`src/rtl/line_buffer_pkg.sv`:
```
// line_buffer_pkg
// Shared types and helpers for the line-buffer column feeder.
//   feeder_state_t : row-band sequencer states
//   KER_SIZE_DEF   : default kernel size
//   PAD_DEF        : default zero-padding width per side
//   pad_mask_left  : left-padding slot mask for presented column j
package line_buffer_pkg;

    localparam int KER_SIZE_DEF = 5;
    localparam int PAD_DEF      = (KER_SIZE_DEF - 1) / 2;

    typedef enum logic [1:0] {
        IDLE   = 2'd0,
        LOAD   = 2'd1,
        STREAM = 2'd2,
        FLUSH  = 2'd3
    } feeder_state_t;

    // Slot s still holds left padding after column j is written into slot j:
    // only the top PAD slots start as padding, and each real column written
    // at or above them replaces that padding.
    function automatic int unsigned pad_mask_left(input int unsigned j,
                                                  input int unsigned ker,
                                                  input int unsigned pad);
        int unsigned m;
        m = 0;
        for (int unsigned s = 0; s < ker; s++) begin
            if ((s >= ker - pad) && (s > j)) begin
                m = m | (32'd1 << s);
            end
        end
        return m;
    endfunction

endpackage

```
`src/rtl/line_buffer_col_feeder_skid.sv`:
```
// col_skid_buf
// One-entry skid register between the SRAM read port and the presented
// column register. Upstream cannot be stalled (SRAM data lands one cycle
// after the read strobe), so the feeder only issues a read when space is
// guaranteed; this buffer never sees a push while full and not draining.
//   clk         : clock
//   rstn        : synchronous active-low reset
//   in_valid_i  : SRAM data valid this cycle
//   in_data_i   : SRAM data
//   out_ready_i : consumer takes out_data_o this cycle
//   out_valid_o : data available (skid entry or pass-through)
//   out_data_o  : skid entry if held, otherwise incoming data
//   full_o      : skid entry occupied
module col_skid_buf #(
    parameter int DW = 40
) (
    input  logic          clk,
    input  logic          rstn,
    input  logic          in_valid_i,
    input  logic [DW-1:0] in_data_i,
    input  logic          out_ready_i,
    output logic          out_valid_o,
    output logic [DW-1:0] out_data_o,
    output logic          full_o
);

    logic          full_q;
    logic [DW-1:0] data_q;

    assign out_valid_o = full_q | in_valid_i;
    assign out_data_o  = full_q ? data_q : in_data_i;
    assign full_o      = full_q;

    always_ff @(posedge clk) begin
        if (!rstn) begin
            full_q <= 1'b0;
            data_q <= '0;
        end else if (full_q) begin
            if (out_ready_i) begin
                full_q <= in_valid_i;
                data_q <= in_data_i;
            end
        end else if (in_valid_i && !out_ready_i) begin
            full_q <= 1'b1;
            data_q <= in_data_i;
        end
    end

endmodule

```
`src/rtl/line_buffer_col_feeder.sv`:
```
// line_buffer_col_feeder
// Streams one KER_SIZE-tall pixel column per cycle from a row-band SRAM into
// a KxK window array, appending PAD zero columns at row end, with downstream
// backpressure and per-column slot/padding metadata.
//
// state  | meaning
// IDLE   | waiting for start; init_col_ptr parked at 0
// LOAD   | issuing the W column reads
// STREAM | all reads issued; draining real columns
// FLUSH  | presenting the PAD zero columns; done on last accept
//
// Ports:
//   clk, rstn        : clock, synchronous active-low reset
//   start            : begin a row band (ignored while busy)
//   base_addr        : SRAM address of column 0 (sampled on start)
//   img_width        : columns in the row (sampled on start)
//   out_ready        : downstream accepts the presented column
//   rd_en, rd_addr   : SRAM read strobe / address
//   rd_data          : SRAM data, valid the cycle after rd_en
//   pixel_out        : presented column
//   col_valid        : pixel_out holds a new, unaccepted column
//   col_ptr          : array slot for the presented column
//   init_col_ptr     : array fill count
//   left_pad_mask    : array slots still holding left padding
//   right_pad_mask   : output-window columns that are right padding
//   win_valid        : array output register holds a new window
//   busy, done, err  : status
module line_buffer_col_feeder
    import line_buffer_pkg::*;
#(
    parameter int KER_SIZE = KER_SIZE_DEF,
    parameter int BITWIDTH = 8,
    parameter int AW       = 8,
    parameter int PAD      = (KER_SIZE - 1) / 2
) (
    input  logic                         clk,
    input  logic                         rstn,
    input  logic                         start,
    input  logic [AW-1:0]                base_addr,
    input  logic [AW-1:0]                img_width,
    input  logic                         out_ready,
    output logic                         rd_en,
    output logic [AW-1:0]                rd_addr,
    input  logic [BITWIDTH*KER_SIZE-1:0] rd_data,
    output logic [BITWIDTH*KER_SIZE-1:0] pixel_out,
    output logic                         col_valid,
    output logic [2:0]                   col_ptr,
    output logic [2:0]                   init_col_ptr,
    output logic [KER_SIZE-1:0]          left_pad_mask,
    output logic [KER_SIZE-1:0]          right_pad_mask,
    output logic                         win_valid,
    output logic                         busy,
    output logic                         done,
    output logic                         err
);

    localparam int DW = BITWIDTH * KER_SIZE;
    localparam int CW = AW + 2;
    localparam logic [2:0] PTR_LAST = 3'(KER_SIZE - 1);

    feeder_state_t state_q, state_d;

    logic [AW-1:0]       base_q, width_q;
    logic                prime_q;
    logic                rd_pend_q;
    logic [CW-1:0]       rd_cnt_q, pres_cnt_q, acc_cnt_q;
    logic [DW-1:0]       pix_q;
    logic                col_valid_q;
    logic [2:0]          col_ptr_q, nxt_ptr_q, init_q, nxt_init_q;
    logic [KER_SIZE-1:0] lmask_q, rmask_q;
    logic                win_valid_q, done_q, err_q;

    logic                sk_valid, sk_full;
    logic [DW-1:0]       sk_data;
    logic                acc, slot_free, start_ok, start_bad, rd_en_c;
    logic                present_real, present_flush, last_real_acc, last_acc;
    logic [CW-1:0]       width_c, flush_k;
    logic [1:0]          occ;
    logic [KER_SIZE-1:0] lmask_c, rmask_c;

    col_skid_buf #(.DW(DW)) u_skid (
        .clk         (clk),
        .rstn        (rstn),
        .in_valid_i  (rd_pend_q),
        .in_data_i   (rd_data),
        .out_ready_i (slot_free),
        .out_valid_o (sk_valid),
        .out_data_o  (sk_data),
        .full_o      (sk_full)
    );

    assign width_c   = CW'(width_q);
    assign acc       = col_valid_q & out_ready;
    assign slot_free = ~col_valid_q | acc;
    assign start_ok  = start & (state_q == IDLE) & (img_width >= AW'(KER_SIZE));
    assign start_bad = start & (state_q == IDLE) & (img_width <  AW'(KER_SIZE));

    // Columns that will still be held after this edge (presented + skid +
    // data landing now). A new read lands two edges later into the 2-entry
    // storage (output register + skid), so at most one may remain.
    assign occ     = 2'(col_valid_q) + 2'(sk_full) + 2'(rd_pend_q) - 2'(acc);
    assign rd_en_c = (state_q == LOAD) & ~prime_q & (rd_cnt_q < width_c) & (occ <= 2'd1);

    assign present_real  = slot_free & sk_valid;
    assign present_flush = slot_free & ~sk_valid
                         & ((state_q == STREAM) | (state_q == FLUSH))
                         & (pres_cnt_q >= width_c)
                         & (pres_cnt_q < width_c + CW'(PAD));

    assign last_real_acc = acc & (acc_cnt_q == width_c - CW'(1));
    assign last_acc      = acc & (acc_cnt_q == width_c + CW'(PAD) - CW'(1));

    // Flush index 1..PAD of the column being accepted (meaningful only when
    // the accepted column lies past the real ones).
    assign flush_k = acc_cnt_q - width_c + CW'(1);
    assign lmask_c = KER_SIZE'(pad_mask_left(32'(pres_cnt_q), KER_SIZE, PAD));

    always_comb begin
        rmask_c = '0;
        if (acc_cnt_q >= width_c) begin
            for (int s = 0; s < KER_SIZE; s++) begin
                rmask_c[s] = (CW'(s) + flush_k >= CW'(KER_SIZE));
            end
        end
    end

    always_comb begin
        state_d = state_q;
        case (state_q)
            IDLE:    if (start_ok) state_d = LOAD;
            LOAD:    if (rd_en_c && (rd_cnt_q + CW'(1) == width_c)) state_d = STREAM;
            STREAM:  if (last_real_acc) state_d = FLUSH;
            FLUSH:   if (last_acc) state_d = IDLE;
            default: state_d = IDLE;
        endcase
    end

    always_ff @(posedge clk) begin
        if (!rstn) begin
            state_q <= IDLE;
        end else begin
            state_q <= state_d;
        end
    end

    always_ff @(posedge clk) begin
        if (!rstn) begin
            base_q      <= '0;
            width_q     <= '0;
            prime_q     <= 1'b0;
            rd_pend_q   <= 1'b0;
            rd_cnt_q    <= '0;
            pres_cnt_q  <= '0;
            acc_cnt_q   <= '0;
            pix_q       <= '0;
            col_valid_q <= 1'b0;
            col_ptr_q   <= '0;
            nxt_ptr_q   <= '0;
            init_q      <= '0;
            nxt_init_q  <= '0;
            lmask_q     <= '0;
            rmask_q     <= '0;
            win_valid_q <= 1'b0;
            done_q      <= 1'b0;
            err_q       <= 1'b0;
        end else begin
            err_q       <= start_bad;
            done_q      <= 1'b0;
            win_valid_q <= acc & (init_q == PTR_LAST);
            rd_pend_q   <= rd_en_c;
            // The read issue decision waits one cycle after start so the
            // first strobe lands in the cycle after start is sampled.
            prime_q     <= 1'b0;

            if (start_ok) begin
                base_q     <= base_addr;
                width_q    <= img_width;
                prime_q    <= 1'b1;
                rd_cnt_q   <= '0;
                pres_cnt_q <= '0;
                acc_cnt_q  <= '0;
                nxt_ptr_q  <= '0;
                nxt_init_q <= 3'(PAD);
                rmask_q    <= '0;
            end

            if (rd_en_c) begin
                rd_cnt_q <= rd_cnt_q + CW'(1);
            end

            if (acc) begin
                acc_cnt_q   <= acc_cnt_q + CW'(1);
                rmask_q     <= rmask_c;
                col_valid_q <= 1'b0;
            end

            if (present_real || present_flush) begin
                pix_q       <= present_real ? sk_data : '0;
                lmask_q     <= present_real ? lmask_c : '0;
                col_valid_q <= 1'b1;
                col_ptr_q   <= nxt_ptr_q;
                nxt_ptr_q   <= (nxt_ptr_q == PTR_LAST) ? 3'd0 : nxt_ptr_q + 3'd1;
                init_q      <= nxt_init_q;
                nxt_init_q  <= (nxt_init_q == PTR_LAST) ? PTR_LAST : nxt_init_q + 3'd1;
                pres_cnt_q  <= pres_cnt_q + CW'(1);
            end

            // Parking the fill count at 0 freezes the array output between rows.
            if ((state_q == FLUSH) && last_acc) begin
                done_q <= 1'b1;
                init_q <= '0;
            end
        end
    end

    assign rd_en          = rd_en_c;
    assign rd_addr        = base_q + rd_cnt_q[AW-1:0];
    assign pixel_out      = pix_q;
    assign col_valid      = col_valid_q;
    assign col_ptr        = col_ptr_q;
    assign init_col_ptr   = init_q;
    assign left_pad_mask  = lmask_q;
    assign right_pad_mask = rmask_q;
    assign win_valid      = win_valid_q;
    assign busy           = (state_q != IDLE);
    assign done           = done_q;
    assign err            = err_q;

endmodule

```
`config.mk`:
```
export PLATFORM = sky130hd
export DESIGN_NAME = line_buffer_col_feeder
export DESIGN_NICKNAME = d
export VERILOG_FILES = /design/src/rtl/line_buffer_pkg.sv /design/src/rtl/line_buffer_col_feeder_skid.sv /design/src/rtl/line_buffer_col_feeder.sv
export SDC_FILE = /design/constraint.sdc
export NUM_CORES = 1
export LEC_CHECK = 0
export ABC_AREA = 1
export CAP_MARGIN = 20
export CORE_MARGIN = 4
export CORE_UTILIZATION = 50
export CTS_CLUSTER_SIZE = 10
export DETAILED_ROUTE_END_ITERATION = 7
export PLACE_DENSITY = 0.77
export SLEW_MARGIN = 0
export SYNTH_ARGS = -nofsm -noshare
export SYNTH_HDL_FRONTEND = slang
export SYNTH_HIERARCHICAL = 1
export SYNTH_SLANG_ARGS = --single-unit
```
`constraint.sdc`:
```
create_clock -name clk -period 4.71 [get_ports clk]
set_clock_uncertainty 0.15 [all_clocks]
set_input_delay 0.7065 -clock clk [delete_from_list [all_inputs] [get_ports clk]]
set_output_delay 0.7065 -clock clk [all_outputs]
set_load 0.01 [all_outputs]
```
==> results.json, run 1 <==
{
  "outcome": "complete, no violations",
  "drt-pass1-iter-count": 5,
  "synthesis.yosys.warnings": 6,
  "dieArea_mm2": 0.0228,
  "finalPower_w": 0.00539,
  "mostFrequentLayoutCell": "nand2_1",
  "clk_latency_ns": 0.42,
  "min-delay-path-class": "flip-flop to flip-flop",
  "nNetsFinal": 1805,
  "avgRoutedWirePerCell_um": 14.0,
  "synth.yosys.seq_area_share": 0.302,
  "crit_path_cell_trace": "inv_1 -> ha_1 -> inv_1 -> ha_1 -> fa_1 -> nand2_1 -> inv_1 -> nor2_1 -> ha_1 -> inv_1 -> nor2_1 -> inv_1 -> o21ai_0 -> nand2_1 -> nor2_1 -> nand2_1 -> nor2_1 -> nand2_1 -> nand2_1 -> a21oi_1",
  "final_hold_vios": 0,
  "post_synth_inst_count": 1568,
  "num_vias": 10273,
  "cts_tree": "built",
  "power_switching_share": 0.420,
  "power.combinational.fraction": 0.439,
  "seq_power_share": 0.298,
  "detail_route.vias_per_cell": 5.28,
  "post-cts-setup-buffers": 0,
  "detail_route.iter0.violations": 697,
  "final_critical_path_setup_slack_ns": 0.647,
  "io_pins": 130,
  "worst-endpoint-required_ns": 4.87,
  "cts_repair_resize_count": 0,
  "ant_nets": 0,
  "worst-slew-pin-transition_ns": 0.769,
  "route.final.wire_length_um": 27300,
  "crit_path_start_kind": "flip-flop",
  "post-route-drc-count": 0,
  "synthesis.area_mm2": 0.0102,
  "power.ir.vdd_worst_mv": 0.268,
  "timing.final.max_slew_violations": 0,
  "finalHoldWorstSlack_ns": 0.312,
  "grt_setup_unrepaired": "no",
  "power.share.clock": 0.263,
  "setup_tns_ns": 0,
  "grt-ovfl-total": 0,
  "cp_slowest_cell": "dfxtp_1",
  "timing.max_cap.violations": 0,
  "antenna_cells_inserted": 0,
  "initial_core_util": 0.506,
  "detailedPlacementHpwl_um": 19300,
  "layout_worst_path_cycle_share": 0.863,
  "h_tree_depth_reported_by_cts": 4,
  "final_period_minus_worst_setup_slack_ns": 4.06,
  "worst_setup_hold_path_clk_slew_ns": 0.07,
  "timing.critical_path.to_type": "flip-flop",
  "min_delay_path_depth": 2,
  "coreArea_mm2": 0.0202,
  "synthesis.area_per_instance_um2": 6.51,
  "clockRootBuffer": "clkbuf_16",
  "io_buffer_count": 126,
  "timing.critical_path.arrival_ns": 4.22,
  "unique_cell_type_count_in_the_yosys_netlist": 44,
  "setup_viol_count_final": 0,
  "ff2ff_path_depth": 20,
  "fp-row-count": 52,
  "number_of_sinks_driven_by_the_clock_tree": 154,
  "grt_start_max_net_pins": 83,
  "power.density_mw_per_mm2": 443,
  "overall_die_width_um": 151,
  "fmaxAchievable_mhz": 246,
  "die_h_um": 151,
  "synthToLayoutAreaGrowth_pct": 19.0,
  "stage_delay_of_the_slowest_cell_on_the_critical_path_ns": 0.57,
  "hold_buffer_count_at_cts": 0,
  "synth-seq-cells": 154,
  "vias_in_the_first_global_route": 9534,
  "placement.setup.worst_slack_ns": 0.733,
  "crit_path_max_fanout": 12,
  "grt_usage": 0.243,
  "leakagePower_nw": 5.41,
  "timing.setup.critical_path_class": "flip-flop to flip-flop",
  "grt_pass1_wl_um": 45600,
  "tritoncts.num_buffers": 17,
  "most-common-layout-cells": "nand2_1 (432), nor2_1 (182), inv_1 (158), dfxtp_1 (154), nand3_1 (135)",
  "net-switching-power_w": 0.00226,
  "max_slew_margin": 0.488,
  "power_report.internal_total_w": 0.00312,
  "drive_above_1_share": 0.0710,
  "cts.path.max_buffers": 2,
  "place_congestion": 0.933,
  "grt_antenna_before_repair": 0
}
layout make-up:
cell class                 instances  area [um^2]
fill                            1912         8020
multi-input combinational       1183         6140
sequential                       154         3080
timing repair buffer             139         1350
inverter                         169          636
clock buffer                      19          443
tap                              270          338
clock inverter                    13          159
critical path: cells and delay by family, from the launching register on:
family,cells,cell delay [ns]
buffers and inverters,5,0.55
AND/OR/NAND/NOR,9,1.10
AO/OA/AOI/OAI,2,0.22
flip-flops,1,0.57
adder cells (fa/ha/maj),4,1.36
stage by stage:
stage | cell area, um^2 | util | std cells
floorplan | 10200 | - | 1570
global placement | 11500 | 0.573 | 1915
detailed placement | 11500 | 0.573 | 1915
CTS | 12200 | 0.602 | 1947
global route | 12200 | 0.602 | 1947
finish | 12200 | 0.602 | 1947
kinds of logic (layout without fill, tap and decap cells):
| group | Yosys count | in the layout | synth area share |
|---|---|---|---|
| AO/OA/AOI/OAI | 235 | 235 | 0.123 |
| XOR/XNOR | 17 | 17 | 0.0159 |
| adder cells (fa/ha/maj) | 81 | 81 | 0.103 |
| buffers and inverters | 233 | 340 | 0.0973 |
| flip-flops | 154 | 154 | 0.302 |
| other | 1 | 3 | 0.000367 |
| AND/OR/NAND/NOR | 847 | 847 | 0.359 |
synthesized netlist by cell type, drive strengths merged:
master	instances	area [um^2]
o211ai	5	37.5
clkinv	1	5.00
inv	168	631
clkbuf	38	144
xnor3	1	22.5
a221oi	1	8.76
nor4	3	18.8
or2	4	25.0
conb	1	3.75
ha	76	951
o221a	1	11.3
nand2	447	1730
o21bai	5	37.5
a211oi	3	22.5
nor3b	2	15.0
fa	5	100
buf	26	214
o32ai	4	35.0
nor3	15	75.1
xor2	10	87.6
nand4	12	75.1
nand3b	7	52.6
nor2	213	897
nand3	143	771
a21oi	122	626
o21ai	93	469
xnor2	6	52.6
a31oi	1	6.26
and3	1	6.26
dfxtp	154	3080
registers in the layout (all words and copies together), names as in the netlist, 5 cells and up:
name            flops
pixel_out          40
u_skid/data_q      40
acc_cnt_q          10
pres_cnt_q         10
rd_cnt_q           10
base_q              8
width_q             8
right_pad_mask      5
routing by layer:
layer / GRT usage / part of all wire / vias up
met2: 0.404 / 0.47 / 321
met5: 0 / 0 / -
met4: 0.0712 / 0.021 / 0
li1: - / - / 5219
met1: 0.320 / 0.45 / 4690
met3: 0.0476 / 0.062 / 43
worst paths after layout:
path | from | to | slack, ns
setup / recovery | width_q[1]$_SDFFE_PN0P_ | right_pad_mask[3]$_SDFFE_PN0P_ | 0.65
setup reg to reg | width_q[1]$_SDFFE_PN0P_ | right_pad_mask[3]$_SDFFE_PN0P_ | 0.65
hold reg to reg | pixel_out[11]$_SDFFE_PN0P_ | pixel_out[11]$_SDFFE_PN0P_ | 0.31
hold / removal | pixel_out[11]$_SDFFE_PN0P_ | pixel_out[11]$_SDFFE_PN0P_ | 0.31
power by group through the flow:
stage,sequential [W],clock (W),combinational (W)
CTS,0.00160,0.00143,0.00235
floorplan,0.00162,0,0.00163
finish,0.00161,0.00142,0.00236
global route,0.00163,0.00149,0.00267
detailed placement,0.00163,0,0.00234
global placement,0.00163,0,0.00231
(Power assumes the default switching activity.)
==> run 2: changes to the inputs <==
- CORE_UTILIZATION: 50 -> 38
- PLACE_DENSITY: 0.77 -> 0.62
==> results.json, run 2 (synthesized netlist as in run 1, its figures left out) <==
{
  "coreArea_mm2": 0.0263,
  "detailedPlacementHpwl_um": 19900,
  "detail_route.vias_per_cell": 4.99,
  "fp-row-count": 59,
  "power.ir.vdd_worst_mv": 0.235,
  "net-switching-power_w": 0.00234,
  "place_congestion": 0.920,
  "most-common-layout-cells": "nand2_1 (431), nor2_1 (182), inv_1 (158), dfxtp_1 (154), nand3_1 (135)",
  "detail_route.iter0.violations": 755,
  "timing.final.max_slew_violations": 0,
  "timing.critical_path.arrival_ns": 4.19,
  "avgRoutedWirePerCell_um": 14.2,
  "crit_path_start_kind": "flip-flop",
  "final_period_minus_worst_setup_slack_ns": 4.06,
  "power.density_mw_per_mm2": 443,
  "finalPower_w": 0.00542,
  "worst_setup_hold_path_clk_slew_ns": 0.07,
  "vias_in_the_first_global_route": 9418,
  "h_tree_depth_reported_by_cts": 4,
  "post-route-drc-count": 0,
  "drive_above_1_share": 0.0705,
  "hold_buffer_count_at_cts": 0,
  "tritoncts.num_buffers": 17,
  "power.share.clock": 0.267,
  "timing.setup.critical_path_class": "flip-flop to flip-flop",
  "grt_usage": 0.193,
  "min_delay_path_depth": 2,
  "io_buffer_count": 126,
  "dieArea_mm2": 0.0296,
  "grt_pass1_wl_um": 46800,
  "setup_tns_ns": 0,
  "power_switching_share": 0.431,
  "post-cts-setup-buffers": 0,
  "clk_latency_ns": 0.44,
  "num_vias": 10017,
  "ant_nets": 0,
  "min-delay-path-class": "flip-flop to flip-flop",
  "fillers": 2695,
  "power_report.internal_total_w": 0.00309,
  "worst-slew-pin-transition_ns": 1.00,
  "crit_path_max_fanout": 12,
  "timing.critical_path.to_type": "flip-flop",
  "cts_repair_resize_count": 0,
  "die_h_um": 172,
  "grt-ovfl-total": 0,
  "seq_power_share": 0.296,
  "mostFrequentLayoutCell": "nand2_1",
  "drt-pass1-iter-count": 5,
  "nNetsFinal": 1802,
  "io_pins": 130,
  "grt_start_max_net_pins": 83,
  "setup_viol_count_final": 0,
  "outcome": "complete, no violations",
  "synthToLayoutAreaGrowth_pct": 19.9,
  "final_util": 0.466,
  "grt_antenna_before_repair": 1,
  "antenna_cells_inserted": 0,
  "power.combinational.fraction": 0.436,
  "max_slew_margin": 0.331,
  "timing.max_cap.violations": 0,
  "final_hold_vios": 0,
  "layout_worst_path_cycle_share": 0.863,
  "worst-endpoint-required_ns": 4.84,
  "cts_tree": "built",
  "grt_setup_unrepaired": "no",
  "fmaxAchievable_mhz": 246,
  "route.final.wire_length_um": 28600,
  "leakagePower_nw": 5.42,
  "ff2ff_path_depth": 20,
  "cts.path.max_buffers": 2,
  "clockRootBuffer": "clkbuf_16",
  "initial_core_util": 0.388,
  "overall_die_width_um": 172,
  "number_of_sinks_driven_by_the_clock_tree": 154
}
[run 2: final timing paths]
check	startpoint	to	slack [ns]
worst max-delay path	width_q[1]$_SDFFE_PN0P_	right_pad_mask[3]$_SDFFE_PN0P_	0.65
worst min-delay path	pixel_out[16]$_SDFFE_PN0P_	pixel_out[16]$_SDFFE_PN0P_	0.31
worst max register to register	width_q[1]$_SDFFE_PN0P_	right_pad_mask[3]$_SDFFE_PN0P_	0.65
worst min register to register	pixel_out[16]$_SDFFE_PN0P_	pixel_out[16]$_SDFFE_PN0P_	0.31
[run 2: area by class of cell]
type	instances	area (um^2)	area share
clock inverter	15	188	0.0153
inverter	169	636	0.0519
sequential	154	3080	0.252
timing repair buffer	136	1340	0.110
tap	335	419	0.0343
clock buffer	17	425	0.0348
multi-input combinational	1183	6140	0.502
[run 2: power by group through the flow]
stage | logic (W) | clock network [W] | registers, W
after floorplan | 0.00163 | 0 | 0.00162
after global placement | 0.00235 | 0 | 0.00163
after detailed placement | 0.00236 | 0 | 0.00163
after CTS | 0.00237 | 0.00148 | 0.00161
after global routing | 0.00268 | 0.00154 | 0.00163
final | 0.00237 | 0.00145 | 0.00161
[run 2: through the flow]
step	cell area, um^2	hold slack [ns]	worst slack (ns)	instances
after floorplan	10200	0.300	1.21	1570
after global placement	11600	0.301	0.804	1977
after detailed placement	11600	0.302	0.659	1977
after CTS	12200	0.313	0.679	2009
after global routing	12200	0.328	0.153	2009
final	12200	0.310	0.647	2009
[run 2: critical path, cell delays in order, from the launching register on]
cell	delay, ns
dfxtp_1	0.57
inv_1	0.25
ha_1	0.34
inv_1	0.06
ha_1	0.23
fa_1	0.43
nand2_1	0.12
inv_1	0.05
nor2_1	0.29
ha_1	0.32
inv_1	0.11
nor2_1	0.25
inv_1	0.09
o21ai_0	0.19
nand2_1	0.08
nor2_1	0.09
nand2_1	0.05
nor2_1	0.10
nand2_1	0.05
nand2_1	0.05
a21oi_1	0.05
[run 2: per-layer routing]
metal  wire [um]  up-vias  global-route usage  part of all wire
li1            -     5208                   -                 -
met2       13300      221               0.321              0.47
met5           8        -                   0           0.00028
met3        1470       24              0.0448             0.052
met1       13400     4562               0.252              0.47
met4         329        2              0.0564             0.012
